<file path="config.mk">
export PLATFORM = sky130hd
export DESIGN_NAME = byte_encrypter
export DESIGN_NICKNAME = d
export VERILOG_FILES = /design/src/rtl/encrypt_config_pkg.sv /design/src/rtl/byte_encrypter_permute.sv /design/src/rtl/byte_encrypter.sv
export SDC_FILE = /design/constraint.sdc
export NUM_CORES = 1
export LEC_CHECK = 0
export CAP_MARGIN = 40
export CELL_PAD_IN_SITES_DETAIL_PLACEMENT = 1
export CELL_PAD_IN_SITES_GLOBAL_PLACEMENT = 2
export CORE_MARGIN = 2
export CORE_UTILIZATION = 40
export CTS_CLUSTER_SIZE = 30
export DETAILED_ROUTE_END_ITERATION = 16
export HOLD_SLACK_MARGIN = 0.08
export PLACE_DENSITY_LB_ADDON = 0.1
export RECOVER_POWER = 50
export SYNTH_ARGS = -nofsm -noshare
export SYNTH_HDL_FRONTEND = slang
export SYNTH_SLANG_ARGS = --single-unit
</file>
<file path="constraint.sdc">
create_clock -name clk -period 2.7 [get_ports clk]
set_input_delay 0.54 -clock clk [delete_from_list [all_inputs] [get_ports clk]]
set_output_delay 0.54 -clock clk [all_outputs]
set_load 0.02 [all_outputs]
</file>
<file path="src/rtl/encrypt_config_pkg.sv">
// Shared configuration for the byte encrypter: default permutation/keys,
// config-set types and control-state encoding.
package encrypt_config;

    localparam int unsigned DATA_W   = 8;
    localparam int unsigned PERM_W   = 3;
    localparam int unsigned NUM_BITS = 8;
    localparam int unsigned ADDR_W   = 4;

    typedef logic [PERM_W-1:0]             perm_idx_t;
    typedef perm_idx_t [NUM_BITS-1:0]      perm_t;
    typedef logic [DATA_W-1:0]             key_t;

    localparam perm_idx_t PERM_0 = 3'd7;
    localparam perm_idx_t PERM_1 = 3'd6;
    localparam perm_idx_t PERM_2 = 3'd5;
    localparam perm_idx_t PERM_3 = 3'd4;
    localparam perm_idx_t PERM_4 = 3'd3;
    localparam perm_idx_t PERM_5 = 3'd2;
    localparam perm_idx_t PERM_6 = 3'd1;
    localparam perm_idx_t PERM_7 = 3'd0;

    localparam key_t XOR_KEY1 = 8'hDE;
    localparam key_t XOR_KEY2 = 8'hAD;
    localparam key_t XOR_KEY3 = 8'hBE;

    localparam logic [ADDR_W-1:0] ADDR_KEY1 = 4'd8;
    localparam logic [ADDR_W-1:0] ADDR_KEY2 = 4'd9;
    localparam logic [ADDR_W-1:0] ADDR_KEY3 = 4'd10;

    typedef struct packed {
        perm_t perm;
        key_t  key1;
        key_t  key2;
        key_t  key3;
    } cfg_set_t;

    typedef enum logic [1:0] {
        ST_RUN    = 2'd0,
        ST_DRAIN  = 2'd1,
        ST_COMMIT = 2'd2
    } ctrl_state_t;

    function automatic cfg_set_t default_cfg();
        cfg_set_t c;
        c.perm = {PERM_7, PERM_6, PERM_5, PERM_4, PERM_3, PERM_2, PERM_1, PERM_0};
        c.key1 = XOR_KEY1;
        c.key2 = XOR_KEY2;
        c.key3 = XOR_KEY3;
        return c;
    endfunction

endpackage

</file>
<file path="src/rtl/byte_encrypter_permute.sv">
// Combinational bit permutation: result bit i takes data bit perm[i].
module byte_permute
    import encrypt_config::*;
(
    input  logic [DATA_W-1:0] data,
    input  perm_t             perm,
    output logic [DATA_W-1:0] result
);

    always_comb begin
        result = '0;
        for (int unsigned i = 0; i < NUM_BITS; i++) begin
            result[i] = data[perm[i]];
        end
    end

endmodule

</file>
<file path="src/rtl/byte_encrypter.sv">
// Three-stage XOR/permute/XOR/add byte encrypter with shadowed configuration
// that is swapped in only after the pipeline has drained.
module byte_encrypter
    import encrypt_config::*;
(
    input  logic              clk,
    input  logic              rst,
    input  logic              in_valid,
    input  logic [DATA_W-1:0] in_data,
    output logic              in_ready,
    output logic              out_valid,
    output logic [DATA_W-1:0] out_data,
    input  logic              out_ready,
    input  logic              cfg_wr,
    input  logic [ADDR_W-1:0] cfg_addr,
    input  logic [DATA_W-1:0] cfg_data,
    input  logic              cfg_commit,
    output logic              cfg_ok,
    output logic              cfg_err
);

    ctrl_state_t       state, state_next;
    cfg_set_t          active, shadow;
    logic              advance, pipe_empty, perm_bijective;
    logic              commit_ok_c, commit_err_c;
    logic [NUM_BITS-1:0] perm_seen;
    logic              s1_valid, s2_valid, s3_valid;
    logic [DATA_W-1:0] s1_data, s2_data, s3_data, permuted;

    assign advance    = out_ready || !out_valid;
    assign in_ready   = advance && (state == ST_RUN);
    assign pipe_empty = !(s1_valid || s2_valid || s3_valid);

    // Shadow permutation is valid only if every source bit is used once.
    always_comb begin
        perm_seen = '0;
        for (int unsigned i = 0; i < NUM_BITS; i++) begin
            perm_seen[shadow.perm[i]] = 1'b1;
        end
        perm_bijective = &perm_seen;
    end

    always_ff @(posedge clk) begin
        if (rst) begin
            state <= ST_RUN;
        end else begin
            state <= state_next;
        end
    end

    always_comb begin
        state_next   = state;
        commit_ok_c  = 1'b0;
        commit_err_c = 1'b0;
        case (state)
            ST_RUN:    if (cfg_commit) state_next = ST_DRAIN;
            ST_DRAIN:  if (pipe_empty) state_next = ST_COMMIT;
            ST_COMMIT: begin
                state_next   = ST_RUN;
                commit_ok_c  = perm_bijective;
                commit_err_c = !perm_bijective;
            end
            default:   state_next = ST_RUN;
        endcase
    end

    // Shadow writes are accepted in any state; addresses 11-15 are ignored.
    always_ff @(posedge clk) begin
        if (rst) begin
            shadow <= default_cfg();
        end else if (cfg_wr) begin
            if (!cfg_addr[3]) begin
                shadow.perm[cfg_addr[2:0]] <= cfg_data[PERM_W-1:0];
            end else begin
                case (cfg_addr)
                    ADDR_KEY1: shadow.key1 <= cfg_data;
                    ADDR_KEY2: shadow.key2 <= cfg_data;
                    ADDR_KEY3: shadow.key3 <= cfg_data;
                    default:   ;
                endcase
            end
        end
    end

    always_ff @(posedge clk) begin
        if (rst) begin
            active  <= default_cfg();
            cfg_ok  <= 1'b0;
            cfg_err <= 1'b0;
        end else begin
            cfg_ok  <= commit_ok_c;
            cfg_err <= commit_err_c;
            if (commit_ok_c) begin
                active <= shadow;
            end
        end
    end

    byte_permute u_permute (
        .data   (s1_data),
        .perm   (active.perm),
        .result (permuted)
    );

    // Whole pipeline moves in lockstep; it freezes when the output is stalled.
    always_ff @(posedge clk) begin
        if (rst) begin
            s1_valid  <= 1'b0;
            s2_valid  <= 1'b0;
            s3_valid  <= 1'b0;
            out_valid <= 1'b0;
            s1_data   <= '0;
            s2_data   <= '0;
            s3_data   <= '0;
            out_data  <= '0;
        end else if (advance) begin
            s1_valid  <= in_valid && in_ready;
            s2_valid  <= s1_valid;
            s3_valid  <= s2_valid;
            out_valid <= s3_valid;
            s1_data   <= in_data ^ active.key1;
            s2_data   <= permuted;
            s3_data   <= s2_data ^ active.key2;
            if (s3_valid) begin
                out_data <= DATA_W'(s3_data + active.key3);
            end
        end
    end

endmodule

</file>
==> impl_table.tex <==
\begin{tabular}{lr}
\hline
Metric & Value \\
\hline
\multicolumn{2}{l}{\textbf{Synthesis}} \\
\quad Synth Net Count & 764 \\
\quad Share of synthesized area occupied by flip-flops and latches & 40.6\% \\
\quad Post-synthesis instance area & 0.00670 mm² \\
\quad Most numerous cell in the Yosys netlist & sky130\_fd\_sc\_hd\_\_dfxtp\_1 \\
\quad Library cell occupying the most area in the post-synthesis netlist & sky130\_fd\_sc\_hd\_\_dfxtp\_1 \\
\quad Count of state elements after synthesis & 136 \\
\quad Number of synthesized flops with an enable pin & 0 \\
\quad Avg Inst Size Synth & 9.18 µm² \\
\quad Top cells by instance count after synthesis & sky130\_fd\_sc\_hd\_\_dfxtp\_1 (136), sky130\_fd\_sc\_hd\_\_nor2\_1 (130), sky130\_fd\_sc\_hd\_\_mux2i\_1 (93), sky130\_fd\_sc\_hd\_\_nand2\_1 (70), sky130\_fd\_sc\_hd\_\_nand2b\_1 (31) \\
\quad Top cell type's share of synthesized area & 40.6\% \\
\quad Most frequently used flop master after synthesis & sky130\_fd\_sc\_hd\_\_dfxtp\_1 \\
\quad Synth async-reset ratio & 0\% \\
\quad Post-synth cell types & 47 \\
\quad Biggest area contributors in the synthesized netlist & sky130\_fd\_sc\_hd\_\_dfxtp\_1 (41\%), sky130\_fd\_sc\_hd\_\_mux2i\_1 (14\%), sky130\_fd\_sc\_hd\_\_nor2\_1 (7.3\%) \\
\quad Number of instances in the synthesized netlist & 730 \\
\quad Number of warnings issued by yosys & 0 \\
\multicolumn{2}{l}{\textbf{Timing}} \\
\quad Hold slack final & 0.452 ns \\
\quad Number of setup violations in the final report & 0 \\
\quad Unrepaired setup endpoints after global routing & false \\
\quad Final critical-path setup slack & 0.208 ns \\
\quad Max-slew violation count & 0 \\
\quad Final-report hold violation count & 0 \\
\quad Setup TNS & 0 ns \\
\quad Final worst clock skew & 0.00987 ns \\
\quad Slew at the pin closest to its max-slew limit & 1.28 ns \\
\quad Normalized max-slew margin & 14.7\% \\
\quad Highest attainable clock frequency & 401 MHz \\
\quad Final period demand of the worst path & 2.49 ns \\
\quad Post-route fraction of the period consumed by the critical path & 92.3\% \\
\multicolumn{2}{l}{\textbf{Die}} \\
\quad Count of pins on the block boundary & 38 \\
\quad Overall die width & 133 µm \\
\quad Core footprint & 0.0165 mm² \\
\quad Site Rows & 47 \\
\quad Area enclosed by the die boundary & 0.0178 mm² \\
\quad Initial core utilization & 40.7\% \\
\quad Die height & 133 µm \\
\multicolumn{2}{l}{\textbf{Detailed routing}} \\
\quad Average via count per standard cell & 5.37 \\
\quad Routed Wire Length & 18.3 mm \\
\quad Final routed wire length divided by cell count & 18.9 µm \\
\quad Number of vias after detailed routing & 5199 \\
\quad Number of nets with antenna violations after detailed routing & 0 \\
\quad Number of remaining DRC errors & 0 \\
\quad TritonRoute pass-1 iters & 6 \\
\quad Violation count after the first detailed-route iteration & 206 \\
\multicolumn{2}{l}{\textbf{Global routing}} \\
\quad Number of antenna violations at the first check in global routing & 0 \\
\quad Largest net degree at the start of global routing & 64 \\
\quad First-pass GRT wire length & 29.4 mm \\
\quad Vias in the first global route & 5449 \\
\quad Residual overflow from global routing & 0 \\
\quad Global-route usage over all layers & 21.4\% \\
\multicolumn{2}{l}{\textbf{Min path}} \\
\quad Worst Hold Depth & 2 \\
\quad WHS Endpoint & out\_data[5] \\
\quad Launch point of the worst hold path & out\_data[5] \\
\quad Worst Hold Class & reg2reg \\
\multicolumn{2}{l}{\textbf{Clocking}} \\
\quad Clock latency reported for the late side of the worst-skew pair & 0.42 ns \\
\quad Number of gates resized after CTS & 0 \\
\quad Clock transition at the registers of the reported paths & 0.06 ns \\
\quad CTS H-Tree Depth & 4 \\
\quad Num CTS Buffers & 17 \\
\quad Quantity of hold-fixing buffers added after cts & 0 \\
\quad \# Post-CTS Setup Buffers & 0 \\
\quad Number of buffers between clock root and the deepest sink & 2 \\
\quad CTS tree & built \\
\quad Clk root buf & sky130\_fd\_sc\_hd\_\_clkbuf\_16 \\
\quad Number of clock sinks seen by CTS & 136 \\
\multicolumn{2}{l}{\textbf{Finish}} \\
\quad Count of fill cells added during filler insertion & 1895 \\
\quad Final standard cell area without fillers & 0.00777 mm² \\
\quad \# diodes & 0 \\
\quad Fraction of final layout cells sized beyond drive strength 1 & 7.88\% \\
\quad Synth-to-layout area growth & 16.0\% \\
\quad Final nets & 771 \\
\multicolumn{2}{l}{\textbf{Place}} \\
\quad Number of buffers added on ports & 37 \\
\quad Dpl ws & 0.193 ns \\
\quad Area post-placement & 0.00713 mm² \\
\quad Post-detailed-placement half-perimeter wirelength & 12.6 mm \\
\quad Placer congestion estimate & 0.794 \\
\multicolumn{2}{l}{\textbf{Power and ir drop}} \\
\quad Sw Share & 21.5\% \\
\quad Clock power frac & 52.7\% \\
\quad Largest voltage drop on the vdd net & 0.371 mV \\
\quad Switching power & 1.12 mW \\
\quad LEAKAGE & 2.83 nW \\
\quad Power share of the sequential group & 40.4\% \\
\quad Internal Dissipation & 4.10 mW \\
\quad PD cells & 672 mW/mm² \\
\quad Combinational cell fraction of total power & 6.9\% \\
\multicolumn{2}{l}{\textbf{Flow run}} \\
\quad Reported max-cap violation count & 0 \\
\multicolumn{2}{l}{\textbf{Setup path}} \\
\quad Crit Reg-Reg Startpoint & shadow[33] \\
\quad Maximum fanout along the worst path & 2 \\
\quad Type of origin of the critical path & input pin \\
\quad Count of cells along the worst register-to-register path & 7 \\
\quad Kind of end point of the critical path & output pin \\
\quad Arr. time, crit path & 1.95 ns \\
\quad Category of the most critical setup path & in2out \\
\quad Reg-to-reg endpoint & active[12] \\
\quad Critical Path RT & 2.16 ns \\
\quad Worst R2R Setup Slack & 0.46 ns \\
\multicolumn{2}{l}{\textbf{Run status}} \\
\quad Run status & finished clean \\
\hline
\end{tabular}
-- power by group through the flow --
stage	logic (mW)	registers (mW)	clock network (mW)
finish	0.361	2.11	2.75
global route	0.394	2.11	2.91
CTS	0.375	2.11	2.81
detailed placement	0.373	2.15	0
global placement	0.364	2.15	0
floorplan	0.258	2.12	0
-- critical path, cell delays in order --
cell	delay, ns
sky130_fd_sc_hd__clkdlybuf4s50_1	0.47
sky130_fd_sc_hd__nor2b_1	0.07
sky130_fd_sc_hd__nor3_1	0.21
sky130_fd_sc_hd__clkdlybuf4s50_1	0.65
-- cells in the final DEF (no fill, tap or decap), types with 2 or more instances in the layout --
cell and instances:
sky130_fd_sc_hd__a211oi_1 26, sky130_fd_sc_hd__a21oi_1 12, sky130_fd_sc_hd__a22oi_1 5, sky130_fd_sc_hd__a31oi_1 4, sky130_fd_sc_hd__and3_1 6, sky130_fd_sc_hd__buf_4 4
sky130_fd_sc_hd__bufinv_16 7, sky130_fd_sc_hd__clkbuf_1 7, sky130_fd_sc_hd__clkbuf_16 17, sky130_fd_sc_hd__clkbuf_2 3, sky130_fd_sc_hd__clkbuf_8 2, sky130_fd_sc_hd__clkdlybuf4s50_1 33
sky130_fd_sc_hd__dfxtp_1 136, sky130_fd_sc_hd__dlygate4sd3_1 3, sky130_fd_sc_hd__ha_1 7, sky130_fd_sc_hd__inv_1 9, sky130_fd_sc_hd__inv_6 2, sky130_fd_sc_hd__mux2i_1 93
sky130_fd_sc_hd__mux4_2 16, sky130_fd_sc_hd__nand2_1 70, sky130_fd_sc_hd__nand2b_1 30, sky130_fd_sc_hd__nand3_1 8, sky130_fd_sc_hd__nand3b_1 15, sky130_fd_sc_hd__nand4_1 3
sky130_fd_sc_hd__nor2_1 130, sky130_fd_sc_hd__nor2b_1 4, sky130_fd_sc_hd__nor3_1 14, sky130_fd_sc_hd__nor3b_1 19, sky130_fd_sc_hd__nor4_1 5, sky130_fd_sc_hd__o211ai_1 11
sky130_fd_sc_hd__o21ai_0 4, sky130_fd_sc_hd__o22ai_1 4, sky130_fd_sc_hd__or3_1 3, sky130_fd_sc_hd__xnor2_1 18, sky130_fd_sc_hd__xor2_1 2
-- how the worst max path moves through the flow --
stage | start | endpoint | slack (ns) | cells past startpoint
final | out_ready | in_ready | 0.21 | 4
after global routing | out_ready | in_ready | 0.14 | 4
after CTS | out_ready | in_ready | 0.19 | 4
after detailed placement | out_ready | in_ready | 0.19 | 4
after global placement | out_ready | in_ready | 0.23 | 4
after floorplan | cfg_addr[2] | shadow[1] | 0.84 | 5
-- sequential cells by signal, summed over array words and instances, names as in the netlist --
signal	cells
active	48
shadow	48
out_data	8
s1_data	8
s2_data	8
s3_data	8
state	2
cfg_err	1
cfg_ok	1
out_valid	1
s1_valid	1
s2_valid	1
s3_valid	1
-- routing by layer --
metal | global-route usage [%] | routed length [µm]
met5 | 0 | 0
met4 | 6.21 | 289
met3 | 4.57 | 535
met2 | 36.7 | 9040
met1 | 27.1 | 8480
-- area by class of cell --
cell class	count	area (µm²)	share of cell area, %
sequential	136	2720	35.0
clock buffer	20	457	5.88
inverter	9	33.8	0.435
timing repair buffer	50	448	5.76
tap	220	275	3.54
multi-input combinational	523	3590	46.2
clock inverter	11	241	3.11
-- through the flow --
step / instances / utilization, % / power, mW
2_1_floorplan: 730 / - / 2.38
3_3_place_gp: 938 / 43.3 / 2.51
3_5_place_dp: 938 / 43.3 / 2.53
4_1_cts: 969 / 47.6 / 5.30
5_1_grt: 969 / 47.2 / 5.42
6_report: 969 / 47.2 / 5.22
-- cells by family after synthesis --
| kind of cell | after synthesis | synth area share, % |
|---|---|---|
| AO/OA/AOI/OAI | 72 | 7.40 |
| XOR/XNOR | 20 | 2.61 |
| adder cells (fa/ha/maj) | 8 | 1.61 |
| buffers and inverters | 71 | 5.47 |
| flip-flops | 136 | 40.6 |
| multiplexers | 109 | 19.3 |
| AND/OR/NAND/NOR | 314 | 23.0 |
No activity file was read; power rests on OpenSTA's default activity.
